**src/rtl/mem_access_pkg.sv**
```systemverilog
// rtl/mem_access_pkg.sv - shared encodings and types for the memory-access stage
package mem_access_pkg;

  localparam logic [2:0] LB  = 3'b000;
  localparam logic [2:0] LH  = 3'b001;
  localparam logic [2:0] LW  = 3'b010;
  localparam logic [2:0] LBU = 3'b100;
  localparam logic [2:0] LHU = 3'b101;
  localparam logic [2:0] SB  = 3'b000;
  localparam logic [2:0] SH  = 3'b001;
  localparam logic [2:0] SW  = 3'b010;

  localparam logic       RST_ENABLE = 1'b0;
  localparam logic [31:0] ZERO_WORD = 32'h0000_0000;
  localparam logic [4:0]  ZERO_REG  = 5'd0;

  typedef logic [31:0] reg_bus_t;
  typedef logic [4:0]  reg_addr_bus_t;

  typedef enum logic [1:0] {
    MEM_IDLE = 2'd0,
    MEM_REQ  = 2'd1,
    MEM_RESP = 2'd2
  } mem_state_e;

  // funct3[1:0] encodes the access size for both loads and stores
  function automatic logic is_misaligned(input logic [2:0] op, input logic [1:0] offset);
    case (op[1:0])
      2'b01:   return offset[0];
      2'b10:   return |offset;
      default: return 1'b0;
    endcase
  endfunction

endpackage

```
**src/rtl/mem_access_lsu_align.sv**
```systemverilog
// rtl/mem_access_lsu_align.sv - byte enables, store lane replication, load extraction
module lsu_align
  import mem_access_pkg::*;
(
  input  logic [2:0] op_i,
  input  logic [1:0] offset_i,
  input  logic       is_store_i,
  input  reg_bus_t   wdata_i,
  input  reg_bus_t   rdata_i,
  output logic [3:0] be_o,
  output reg_bus_t   wdata_o,
  output reg_bus_t   rdata_o
);

  logic [7:0]  lane_b;
  logic [15:0] lane_h;

  always_comb begin
    be_o    = 4'b1111;
    wdata_o = wdata_i;
    if (is_store_i) begin
      case (op_i)
        SB: begin
          be_o    = 4'b0001 << offset_i;
          wdata_o = {4{wdata_i[7:0]}};
        end
        SH: begin
          be_o    = 4'b0011 << offset_i;
          wdata_o = {2{wdata_i[15:0]}};
        end
        default: begin
          be_o    = 4'b1111;
          wdata_o = wdata_i;
        end
      endcase
    end
  end

  always_comb begin
    lane_b = rdata_i[{offset_i, 3'b000} +: 8];
    lane_h = offset_i[1] ? rdata_i[31:16] : rdata_i[15:0];
    case (op_i)
      LB:      rdata_o = {{24{lane_b[7]}}, lane_b};
      LH:      rdata_o = {{16{lane_h[15]}}, lane_h};
      LBU:     rdata_o = {24'd0, lane_b};
      LHU:     rdata_o = {16'd0, lane_h};
      default: rdata_o = rdata_i;
    endcase
  end

endmodule

```
**src/rtl/mem_access.sv**
```systemverilog
// rtl/mem_access.sv - pipeline memory stage: data-bus handshake, stall and writeback muxing
module mem_access
  import mem_access_pkg::*;
#(
  parameter int ADDR_W = 32,
  parameter int DATA_W = 32
) (
  input  logic              clk_i,
  input  logic              rst_i,
  input  logic              valid_i,
  input  logic [4:0]        reg_waddr_i,
  input  logic              reg_we_i,
  input  logic [DATA_W-1:0] reg_wdata_i,
  input  logic              mem_re_i,
  input  logic              mem_we_i,
  input  logic [2:0]        mem_op_i,
  input  logic [ADDR_W-1:0] mem_addr_i,
  input  logic [DATA_W-1:0] mem_wdata_i,
  output logic [4:0]        reg_waddr_o,
  output logic              reg_we_o,
  output logic [DATA_W-1:0] reg_wdata_o,
  output logic              dbus_req_o,
  output logic              dbus_we_o,
  output logic [ADDR_W-1:0] dbus_addr_o,
  output logic [3:0]        dbus_be_o,
  output logic [DATA_W-1:0] dbus_wdata_o,
  input  logic              dbus_gnt_i,
  input  logic              dbus_rvalid_i,
  input  logic [DATA_W-1:0] dbus_rdata_i,
  output logic              stall_o,
  output logic              misalign_o
);

  mem_state_e state, state_next;

  logic        access;
  logic        misaligned;
  logic [3:0]  be;
  reg_bus_t    wdata_rep;
  reg_bus_t    load_data;

  assign access     = valid_i & (mem_re_i | mem_we_i);
  assign misaligned = is_misaligned(mem_op_i, mem_addr_i[1:0]);

  lsu_align u_align (
    .op_i       (mem_op_i),
    .offset_i   (mem_addr_i[1:0]),
    .is_store_i (mem_we_i),
    .wdata_i    (mem_wdata_i),
    .rdata_i    (dbus_rdata_i),
    .be_o       (be),
    .wdata_o    (wdata_rep),
    .rdata_o    (load_data)
  );

  always_ff @(posedge clk_i) begin
    if (rst_i == RST_ENABLE) begin
      state <= MEM_IDLE;
    end else begin
      state <= state_next;
    end
  end

  always_comb begin
    state_next  = state;
    dbus_req_o  = 1'b0;
    stall_o     = 1'b0;
    misalign_o  = 1'b0;
    reg_waddr_o = reg_waddr_i;
    reg_wdata_o = reg_wdata_i;
    reg_we_o    = valid_i & reg_we_i;

    case (state)
      MEM_IDLE: begin
        if (access) begin
          reg_we_o = 1'b0;
          if (misaligned) begin
            misalign_o = 1'b1;
          end else begin
            dbus_req_o = 1'b1;
            if (dbus_gnt_i && mem_we_i) begin
              state_next = MEM_IDLE;
            end else begin
              stall_o    = 1'b1;
              state_next = dbus_gnt_i ? MEM_RESP : MEM_REQ;
            end
          end
        end
      end
      MEM_REQ: begin
        dbus_req_o = 1'b1;
        reg_we_o   = 1'b0;
        stall_o    = 1'b1;
        if (dbus_gnt_i) begin
          if (mem_we_i) begin
            stall_o    = 1'b0;
            state_next = MEM_IDLE;
          end else begin
            state_next = MEM_RESP;
          end
        end
      end
      MEM_RESP: begin
        reg_we_o = 1'b0;
        stall_o  = 1'b1;
        if (dbus_rvalid_i) begin
          stall_o     = 1'b0;
          reg_we_o    = reg_we_i;
          reg_wdata_o = load_data;
          state_next  = MEM_IDLE;
        end
      end
      default: state_next = MEM_IDLE;
    endcase

    // reset wins over everything so mem_wb sees a clean bubble
    if (rst_i == RST_ENABLE) begin
      state_next  = MEM_IDLE;
      dbus_req_o  = 1'b0;
      stall_o     = 1'b0;
      misalign_o  = 1'b0;
      reg_we_o    = 1'b0;
      reg_waddr_o = ZERO_REG;
      reg_wdata_o = ZERO_WORD;
    end

    dbus_we_o    = dbus_req_o & mem_we_i;
    dbus_addr_o  = dbus_req_o ? {mem_addr_i[ADDR_W-1:2], 2'b00} : '0;
    dbus_be_o    = dbus_req_o ? be : 4'b0000;
    dbus_wdata_o = (dbus_req_o && mem_we_i) ? wdata_rep : '0;
  end

endmodule

```
**config.mk**
```make
export PLATFORM = sky130hd
export DESIGN_NAME = mem_access
export DESIGN_NICKNAME = d
export VERILOG_FILES = /design/src/rtl/mem_access_pkg.sv /design/src/rtl/mem_access_lsu_align.sv /design/src/rtl/mem_access.sv
export SDC_FILE = /design/constraint.sdc
export NUM_CORES = 1
export LEC_CHECK = 0
export CAP_MARGIN = 10
export CORE_AREA = 2 2 98 100
export DETAILED_ROUTE_END_ITERATION = 8
export DIE_AREA = 0 0 100 102
export DONT_BUFFER_PORTS = 1
export HOLD_SLACK_MARGIN = 0.06
export SLEW_MARGIN = 40
export SYNTH_ARGS = -nofsm -noshare
export SYNTH_HDL_FRONTEND = slang
export SYNTH_HIERARCHICAL = 1
export SYNTH_SLANG_ARGS = --single-unit
```
**constraint.sdc**
```tcl
create_clock -name clk_i -period 2.4 [get_ports clk_i]
set_input_delay 0.12 -clock clk_i [delete_from_list [all_inputs] [get_ports clk_i]]
set_output_delay 0.12 -clock clk_i [all_outputs]
set_load 0.02 [all_outputs]
```
==> results of run 1 <==
-- power by group through the flow --
stage	combinational, W	sequential (W)	clock [W]
3_3_place_gp	0.000532	0.0000383	0
2_1_floorplan	0.000502	0.0000375	0
3_5_place_dp	0.000542	0.0000387	0
6_report	0.000546	0.0000385	0.000137
5_1_grt	0.000593	0.0000390	0.000142
4_1_cts	0.000544	0.0000383	0.000139
-- stage by stage --
| step | setup slack, ns | instances |
|---|---|---|
| after floorplan | 0.786 | 508 |
| after global placement | 0.556 | 594 |
| after detailed placement | 0.579 | 594 |
| after CTS | 0.376 | 597 |
| after global routing | 0.233 | 597 |
| final | 0.300 | 597 |
-- cells in the final DEF, fill, tap and decap left out, drive strengths merged, types with 3 or more instances in the layout --
cell    instances
nand2          86
o22a            7
and2            7
clkbuf          3
inv             4
nand3b          8
a21oi          50
a22o            9
mux2i          25
buf            48
nor2           13
nand4          36
nor2b          12
o22ai           4
nand3          38
mux2           17
a21boi         32
o21ai          54
a221o           8
-- synthesized netlist by cell type, drive strengths merged (4+ instances only) --
master | n | area share [%]
nand2 | 86 | 11
a21boi | 32 | 7.9
o22a | 7 | 2.0
nand3b | 8 | 2.0
a22o | 9 | 2.6
nand3 | 38 | 6.3
buf | 38 | 8.0
o22ai | 4 | 0.82
nor2b | 12 | 2.5
a221o | 8 | 2.6
mux2 | 17 | 6.3
o21ai | 54 | 8.9
inv | 4 | 0.49
nand4 | 36 | 7.4
and2 | 7 | 1.5
nor2 | 13 | 1.6
mux2i | 25 | 8.2
clkbuf | 35 | 4.4
a21oi | 50 | 8.2
-- worst max-delay path by stage --
stage                            to  slack, ns  cells past startpoint
CTS                 dbus_addr_o[20]       0.38                      4
floorplan           dbus_addr_o[27]       0.79                      7
detailed placement  dbus_wdata_o[8]       0.58                      5
finish              dbus_addr_o[20]       0.30                      4
global route        dbus_addr_o[20]       0.23                      4
global placement    dbus_wdata_o[8]       0.56                      5
-- layout make-up --
| cell class | count | area [um^2] | share of cell area [%] |
|---|---|---|---|
| multi-input cells | 427 | 2620 | 81.3 |
| repair buffers | 48 | 360 | 11.2 |
| well taps | 111 | 139 | 4.31 |
| clock buffers | 3 | 41.3 | 1.28 |
| flip-flops and latches | 2 | 40.0 | 1.24 |
| inverters | 6 | 22.5 | 0.700 |
-- per-layer routing --
metal / track usage (%) / routed length (um)
met1: 23.3 / 4400
met2: 34.5 / 5470
met3: 4.58 / 1010
met4: 5.27 / 228
met5: 0 / 0
-- worst register-to-register path, cell delays in order (launching register included) --
cell     delay [ns]
dfxtp_1        0.37
nor2b_2        0.27
buf_4          0.37
nand4_1        0.14
o22ai_1        0.13
-- kinds of logic after synthesis --
kind of cell / Yosys count
buffers and inverters: 79
DFF: 2
AOI/OAI and AO/OA: 169
muxes: 43
adders and majority gates: 2
other: 1
and+or+nand+nor: 211
==> impl_metrics.ini, run 1 <==
[power_and_ir_drop]
p_int_w = 0.000344
seq_power_share_pct = 5.3
power.switching_w = 0.000377
p_clk_share_pct = 18.9
p_total_w = 0.000721
p_sw_share_pct = 52.2
cellPowerDensity_nw_per_um2 = 224
p_comb_share_pct = 75.7
peakVddDrop_mv = 0.150
total_leakage_power_nw = 1.25

[synth]
synth_top_family_by_area = compound AO/OA/AOI/OAI gates
synth_adder_area_share_pct = 0.824
synth.area.mux_share_pct = 15.3
synthXorXnorAreaFrac_pct = 0
ys_warn_count = 6
synth_edf_count = 0
synth_cell_type_count = 44
syn_inst = 507
ys.flop_type = dfxtp_1
synthesis.area_um2 = 3040
ys_ff_latch = 2
synthSimpleGateAreaFrac_pct = 34.6
async_flop_share_pct = 0
synth.avg_cell_area_um2 = 5.99
synth_seq_area_share_pct = 1.32
synth_compound_area_share_pct = 34.7

[setup_path]
crit_type = flip-flop to output pin
worst_path_max_delay_cell = o21ai_0
r2r_end = state[1]
critPathBufInv = 1
crit_fanout = 35
reg2reg_from = state[1]
rrSetupSlack_ns = 1.04
path_delay_family = compound AO/OA/AOI/OAI gates
critPathLaunch = state[1]
max_stage_delay_ns = 0.61
worstSetupStartpointType = flip-flop
cp-end-kind = output pin
reg2reg_depth = 4
worstPathCellList = nor2b_2 > buf_4 > nand4_1 > o21ai_0
critPathRequiredTime_ns = 2.28
critPathArrivalTime_ns = 1.98

[sta]
period_minus_slack_ns = 2.10
maxSlewHeadroom_pct = 49.5
hold_viol = 0
slew_viol_final = 0
fin_crit_sh_pct = 87.5
tightestPinTransition_ns = 0.749
hold_ws_ns = 0.106
rsz0062_at_grt = no
finalClockSkew_ns = 0.00377
finalSetupViolations = 0
setup_tns_ns = 0
fmax_mhz = 476

[route]
drt_first_pass_iters = 5
postRouteAntennaNets = 0
avgRoutedWirePerCell_um = 18.6
routed_wl_mm = 11.1
via_per_inst = 6.20
first_iter_violations = 167
vias = 3700
post-route-drc-count = 0

[clock_tree]
cts_root_buf = clkbuf_8
post_cts_resized = 0
cts_sinks = 2
clk_path_buf_depth = 2
cts_tree = yes
cts_buffers = 3
hold_buffers = 0
htreeDepth = 1
postCtsSetupRepairBufs = 0
path_clk_slew_ns = 0.03
worstSkewPairLatency_ns = 0.22

[final_layout]
drive_gt1_share_pct = 15.2
regMostFlops = state
top_regs = state x2
fin_nets = 634
n_fill_cell = 997
syn_to_final_growth_pct = 6.02
largest_reg_flops = 2
fin_area_um2 = 3220
antenna_cells = 0
final_util_pct = 35.3

[min_path]
min_to = state[1]
hold_class = input port to flip-flop
worstHoldStart = rst_i
hold_depth = 2

[floorplan]
rows = 35
core_area_um2 = 9110
die-area_um2 = 10200
fp.dieW_um = 100
chipHeight_um = 102
start_util_pct = 33.3
pin_count = 254

[global_route]
overflow = 0
grt_pass1_wl_mm = 16.4
antenna_found_initial = 0
grt_use_total_pct = 19.3
grt_max_degree = 83
grt_pass1_vias = 3230

[place]
dp_hpwl_mm = 8.36
io_buffers = 0
placed_area_um2 = 3180
gp_congestion = 0.762

[job]
maxCapViolCount = 0

[run_status]
status = finished clean
Note: power is estimated with default switching activity, not from simulation.
==> run 2: changes to the inputs <==
Clock period 2.4 ns to 2.3 ns, I/O delays scaled along.
==> run 2 against run 1 <==
Against the previous run: setup slack gained 0.13 ns; utilization grew 2.2 points; flip-flop and latch count is the same; global-route usage shrank 0.60 points; final cell count grew 4.5%.
==> impl_metrics.ini, run 2 (synthesis gave the netlist of run 1 again) <==
[clock_tree]
cts_buffers = 3
path_clk_slew_ns = 0.03
htreeDepth = 1
cts_sinks = 2
post_cts_resized = 0
worstSkewPairLatency_ns = 0.21
clk_path_buf_depth = 2
cts_tree = yes
cts_root_buf = clkbuf_8
hold_buffers = 0
postCtsSetupRepairBufs = 0

[sta]
fin_crit_sh_pct = 81.5
setup_slack_ns = 0.426
hold_ws_ns = 0.0998
slew_viol_final = 0
setup_tns_ns = 0
hold_viol = 0
tightestPinTransition_ns = 0.675
period_minus_slack_ns = 1.87
finalSetupViolations = 0
finalClockSkew_ns = 0.00345
rsz0062_at_grt = no
fmax_mhz = 534
maxSlewHeadroom_pct = 54.5

[floorplan]
pin_count = 254
rows = 35
fp.dieW_um = 100
chipHeight_um = 102
core_area_um2 = 9110
start_util_pct = 33.3
die-area_um2 = 10200

[min_path]
min_to = state[1]
worstHoldStart = rst_i
hold_depth = 2
hold_class = input port to flip-flop

[route]
routed_wl_mm = 11.0
first_iter_violations = 152
avgRoutedWirePerCell_um = 17.6
drt_first_pass_iters = 6
via_per_inst = 6.09
post-route-drc-count = 0
met1Wirelength_mm = 4.14
wl_met3_mm = 1.10
top_layer = met4
dr_wl_met2_mm = 5.57
vias = 3802
postRouteAntennaNets = 0

[power_and_ir_drop]
power.switching_w = 0.000393
p_comb_share_pct = 77.2
peakVddDrop_mv = 0.0975
p_sw_share_pct = 49.9
total_leakage_power_nw = 1.39
p_clk_share_pct = 17.7
p_total_w = 0.000788
seq_power_share_pct = 5.1
cellPowerDensity_nw_per_um2 = 230
p_int_w = 0.000394

[setup_path]
max_stage_delay_ns = 0.56
path_delay_family = compound AO/OA/AOI/OAI gates
reg2reg_depth = 4
crit_type = flip-flop to output pin
worst_path_max_delay_cell = o21ai_0
cp-end-kind = output pin
worstSetupStartpointType = flip-flop
r2r_end = state[1]
crit_fanout = 39
critPathBufInv = 1
worstPathCellList = nor2b_2 > buf_4 > nand4_1 > o21ai_0
rrSetupSlack_ns = 0.92
reg2reg_from = state[0]
critPathArrivalTime_ns = 1.76
critPathRequiredTime_ns = 2.18

[global_route]
antenna_found_initial = 0
grt_use_total_pct = 18.7
overflow = 0
grt_pass1_vias = 3224
grt_pass1_wl_mm = 15.8
grt_max_degree = 83

[place]
io_buffers = 0
gp_congestion = 0.761
place_ws_ns = 0.627
dp_hpwl_mm = 8.14
placed_area_um2 = 3380

[final_layout]
fin_area_um2 = 3420
regMostFlops = state
top_regs = state x2
syn_to_final_growth_pct = 12.7
layout_commonest_cell = nand2_1
drive_gt1_share_pct = 19.7
largest_reg_flops = 2
final_cell_mix = 86 x nand2_1, 75 x buf_4, 54 x o21ai_0
antenna_cells = 0
fin_nets = 661

[job]
maxCapViolCount = 0

[run_status]
status = finished clean
## run 2: per-layer routing
| metal | vias up | track usage, % |
|---|---|---|
| met3 | 12 | 4.38 |
| met5 | - | 0 |
| li1 | 1844 | - |
| met1 | 1741 | 21.9 |
| met2 | 205 | 34.4 |
| met4 | 0 | 5.06 |
## run 2: layout make-up
| type | instances | area (um^2) |
|---|---|---|
| clock buffers | 3 | 41.3 |
| fillers | 972 | 5690 |
| inverters | 6 | 22.5 |
| multi-input cells | 427 | 2620 |
| flip-flops and latches | 2 | 40.0 |
| well taps | 111 | 139 |
| repair buffers | 75 | 563 |
## run 2: through the flow
| step | cells | utilization [%] |
|---|---|---|
| final | 624 | 37.6 |
| after detailed placement | 621 | 37.1 |
| after CTS | 624 | 37.6 |
| after global routing | 624 | 37.6 |
| after floorplan | 508 | - |
| after global placement | 621 | 37.1 |
## run 2: worst max path at each step
| stage | slack (ns) | depth (start not counted) | startpoint | end |
|---|---|---|---|---|
| detailed placement | 0.63 | 6 | mem_op_i[0] | dbus_addr_o[21] |
| finish | 0.43 | 4 | state[1] | dbus_addr_o[17] |
| global route | 0.31 | 4 | state[1] | dbus_addr_o[10] |
| global placement | 0.68 | 6 | mem_op_i[0] | dbus_addr_o[10] |
| floorplan | 0.70 | 7 | mem_op_i[0] | dbus_addr_o[27] |
| CTS | 0.43 | 4 | state[1] | dbus_addr_o[17] |
## run 2: power by group through the flow
stage | combinational, W | sequential (W) | clock, W
2_1_floorplan | 0.000523 | 0.0000392 | 0
3_3_place_gp | 0.000597 | 0.0000400 | 0
3_5_place_dp | 0.000605 | 0.0000402 | 0
4_1_cts | 0.000608 | 0.0000397 | 0.000142
5_1_grt | 0.000658 | 0.0000403 | 0.000146
6_report | 0.000608 | 0.0000398 | 0.000140
==> run 3: changes to the inputs <==
Settings changed: ABC_AREA from default to 1.
Clock period 2.3 ns to 1.9 ns, I/O delays scaled along.
==> run 3 against run 2 <==
Against the previous run: combinational power up 15%; clock power up 26%; critical path depth up 4; critical endpoint is now dbus_wdata_o[1]; non-clock buffer count down 38; flip-flop and latch count unchanged; synthesized cell count up 21%.
==> impl_metrics.ini, run 3 <==
[route]
vias = 3415
drt_first_pass_iters = 4
post-route-drc-count = 0
avgRoutedWirePerCell_um = 13.3
first_iter_violations = 115
postRouteAntennaNets = 0
via_per_inst = 4.74
routed_wl_mm = 9.56

[setup_path]
worstSetupStartpointType = flip-flop
critPathRequiredTime_ns = 1.80
cp-end-kind = output pin
crit_type = flip-flop to output pin
critPathArrivalTime_ns = 1.65
crit_fanout = 10

[sta]
finalClockSkew_ns = 0.00694
hold_viol = 0
fin_crit_sh_pct = 91.8
rsz0062_at_grt = no
slew_viol_final = 0
period_minus_slack_ns = 1.74
fmax_mhz = 573
setup_tns_ns = 0
finalSetupViolations = 0

[global_route]
grt_use_total_pct = 16.8
grt_max_degree = 66
grt_pass1_vias = 2981
overflow = 0
grt_pass1_wl_mm = 14.1
antenna_found_initial = 0

[power_and_ir_drop]
cellPowerDensity_nw_per_um2 = 303
peakVddDrop_mv = 0.161
p_total_w = 0.000924
total_leakage_power_nw = 2.05

[floorplan]
pin_count = 254
chipHeight_um = 102
start_util_pct = 31.2
core_area_um2 = 9110
fp.dieW_um = 100
die-area_um2 = 10200
rows = 35

[clock_tree]
cts_buffers = 3
cts_root_buf = clkbuf_8
cts_tree = yes
cts_sinks = 2
htreeDepth = 1
path_clk_slew_ns = 0.03
worstSkewPairLatency_ns = 0.22
clk_path_buf_depth = 2

[synth]
synth_most_common_cell = nand2_1
async_flop_share_pct = 0
ys_top_cells_by_area = nand2_1 22%, inv_1 20%, nor2_1 8.5%, a21oi_1 7.8%, o21ai_0 7.2%
ys.flop_type = dfxtp_1
netlist.area_leader.share_pct = 21.9
synth_seq_area_share_pct = 1.41
synth_cell_type_count = 32
synth_commonest_cells = 166 x nand2_1, 149 x inv_1, 64 x nor2_1
synth.avg_cell_area_um2 = 4.65
ys_ff_latch = 2
synthesis.area_um2 = 2840
synth_edf_count = 0
syn_inst = 611
ys_warn_count = 6
yosysTopAreaCell = nand2_1

[final_layout]
drive_gt1_share_pct = 14.6
largest_reg_flops = 2
regMostFlops = state
antenna_cells = 0
fin_nets = 758
syn_to_final_growth_pct = 7.45
layout_commonest_cell = nand2_1
top_regs = state x2
final_cell_mix = 166 x nand2_1, 149 x inv_1, 64 x nor2_1

[job]
maxCapViolCount = 0

[place]
dp_hpwl_mm = 7.77
gp_congestion = 0.838
io_buffers = 0

[min_path]
hold_class = input port to flip-flop

[run_status]
status = finished clean
## run 3: cell types whose count changed in the layout (fill, tap and decap cells not counted), moves of 13 or more
cell	change
a21boi_0	-26
mux2_2	-17
o21ai_0	-13
mux2i_1	-25
nor2_2	+29
inv_1	+145
buf_4	-42
nor2_1	+51
nand2_1	+80
nand4_1	-35
## run 3: final timing paths
path / endpoint / cells past startpoint / slack [ns] / startpoint
worst min-delay path: state[0] / 3 / 0.08 / dbus_gnt_i
worst min register to register: state[0] / 2 / 0.59 / state[0]
worst max register to register: state[1] / 6 / 0.75 / state[1]
worst max-delay path: dbus_wdata_o[1] / 8 / 0.16 / state[0]
## run 3: kinds of logic after synthesis
kind of cell | Yosys count | synth area share (%)
and+or+nand+nor | 303 | 46.6
buffers and inverters | 196 | 30.7
adders and majority gates | 2 | 0.881
other | 1 | 0.132
DFF | 2 | 1.41
AOI/OAI and AO/OA | 107 | 20.2
## run 3: cell type report
| type | instances | area [um^2] |
|---|---|---|
| inverter | 154 | 578 |
| clock buffer | 3 | 41.3 |
| tap | 111 | 139 |
| timing repair buffer | 37 | 318 |
| sequential | 2 | 40.0 |
| fill | 1062 | 6060 |
| multi-input combinational | 414 | 1940 |
## run 3: worst max-delay path, cell delays in order (launching register included)
cell	delay, ns
dfxtp_1	0.38
inv_1	0.11
nor2_1	0.13
inv_1	0.07
nand2_2	0.12
nand3_4	0.17
buf_4	0.22
nor2_1	0.09
buf_4	0.15
## run 3: report_power, final
part	leakage (nW)	total [W]	internal, W	switching (W)
registers	0.0163	0.0000496	0.0000452	0.00000444
clock network	0.0216	0.000176	0.000135	0.0000415
logic	2.02	0.000699	0.000222	0.000477
total	2.05	0.000924	0.000402	0.000523
## run 3: timing repair
item                                   4_1_cts  5_1_grt
resized for setup                            0        0
hold buffers                                 1        0
endpoints found under the hold margin        2        0
setup endpoints to repair                    0        0
buffers inserted                             0        0
## run 3: routing by layer
metal	vias to the layer above	share of wire, %	track usage, %	routed length [um]
met5	-	0	0	0
met4	0	0.93	2.95	89
met3	11	9.6	3.56	916
met2	170	50	33.2	4750
met1	1447	40	18.7	3810
li1	1787	-	-	-
## run 3: metrics by stage
step	instance area (um^2)	util (%)	hold WS, ns	setup WS [ns]	cells
after floorplan	2840	-	0.272	0.536	612
after global placement	3000	32.9	0.277	0.399	717
after detailed placement	3000	32.9	0.261	0.377	717
after CTS	3050	33.5	0.0753	0.153	721
after global routing	3050	33.5	0.0924	0.00998	721
final	3050	33.5	0.0774	0.156	721
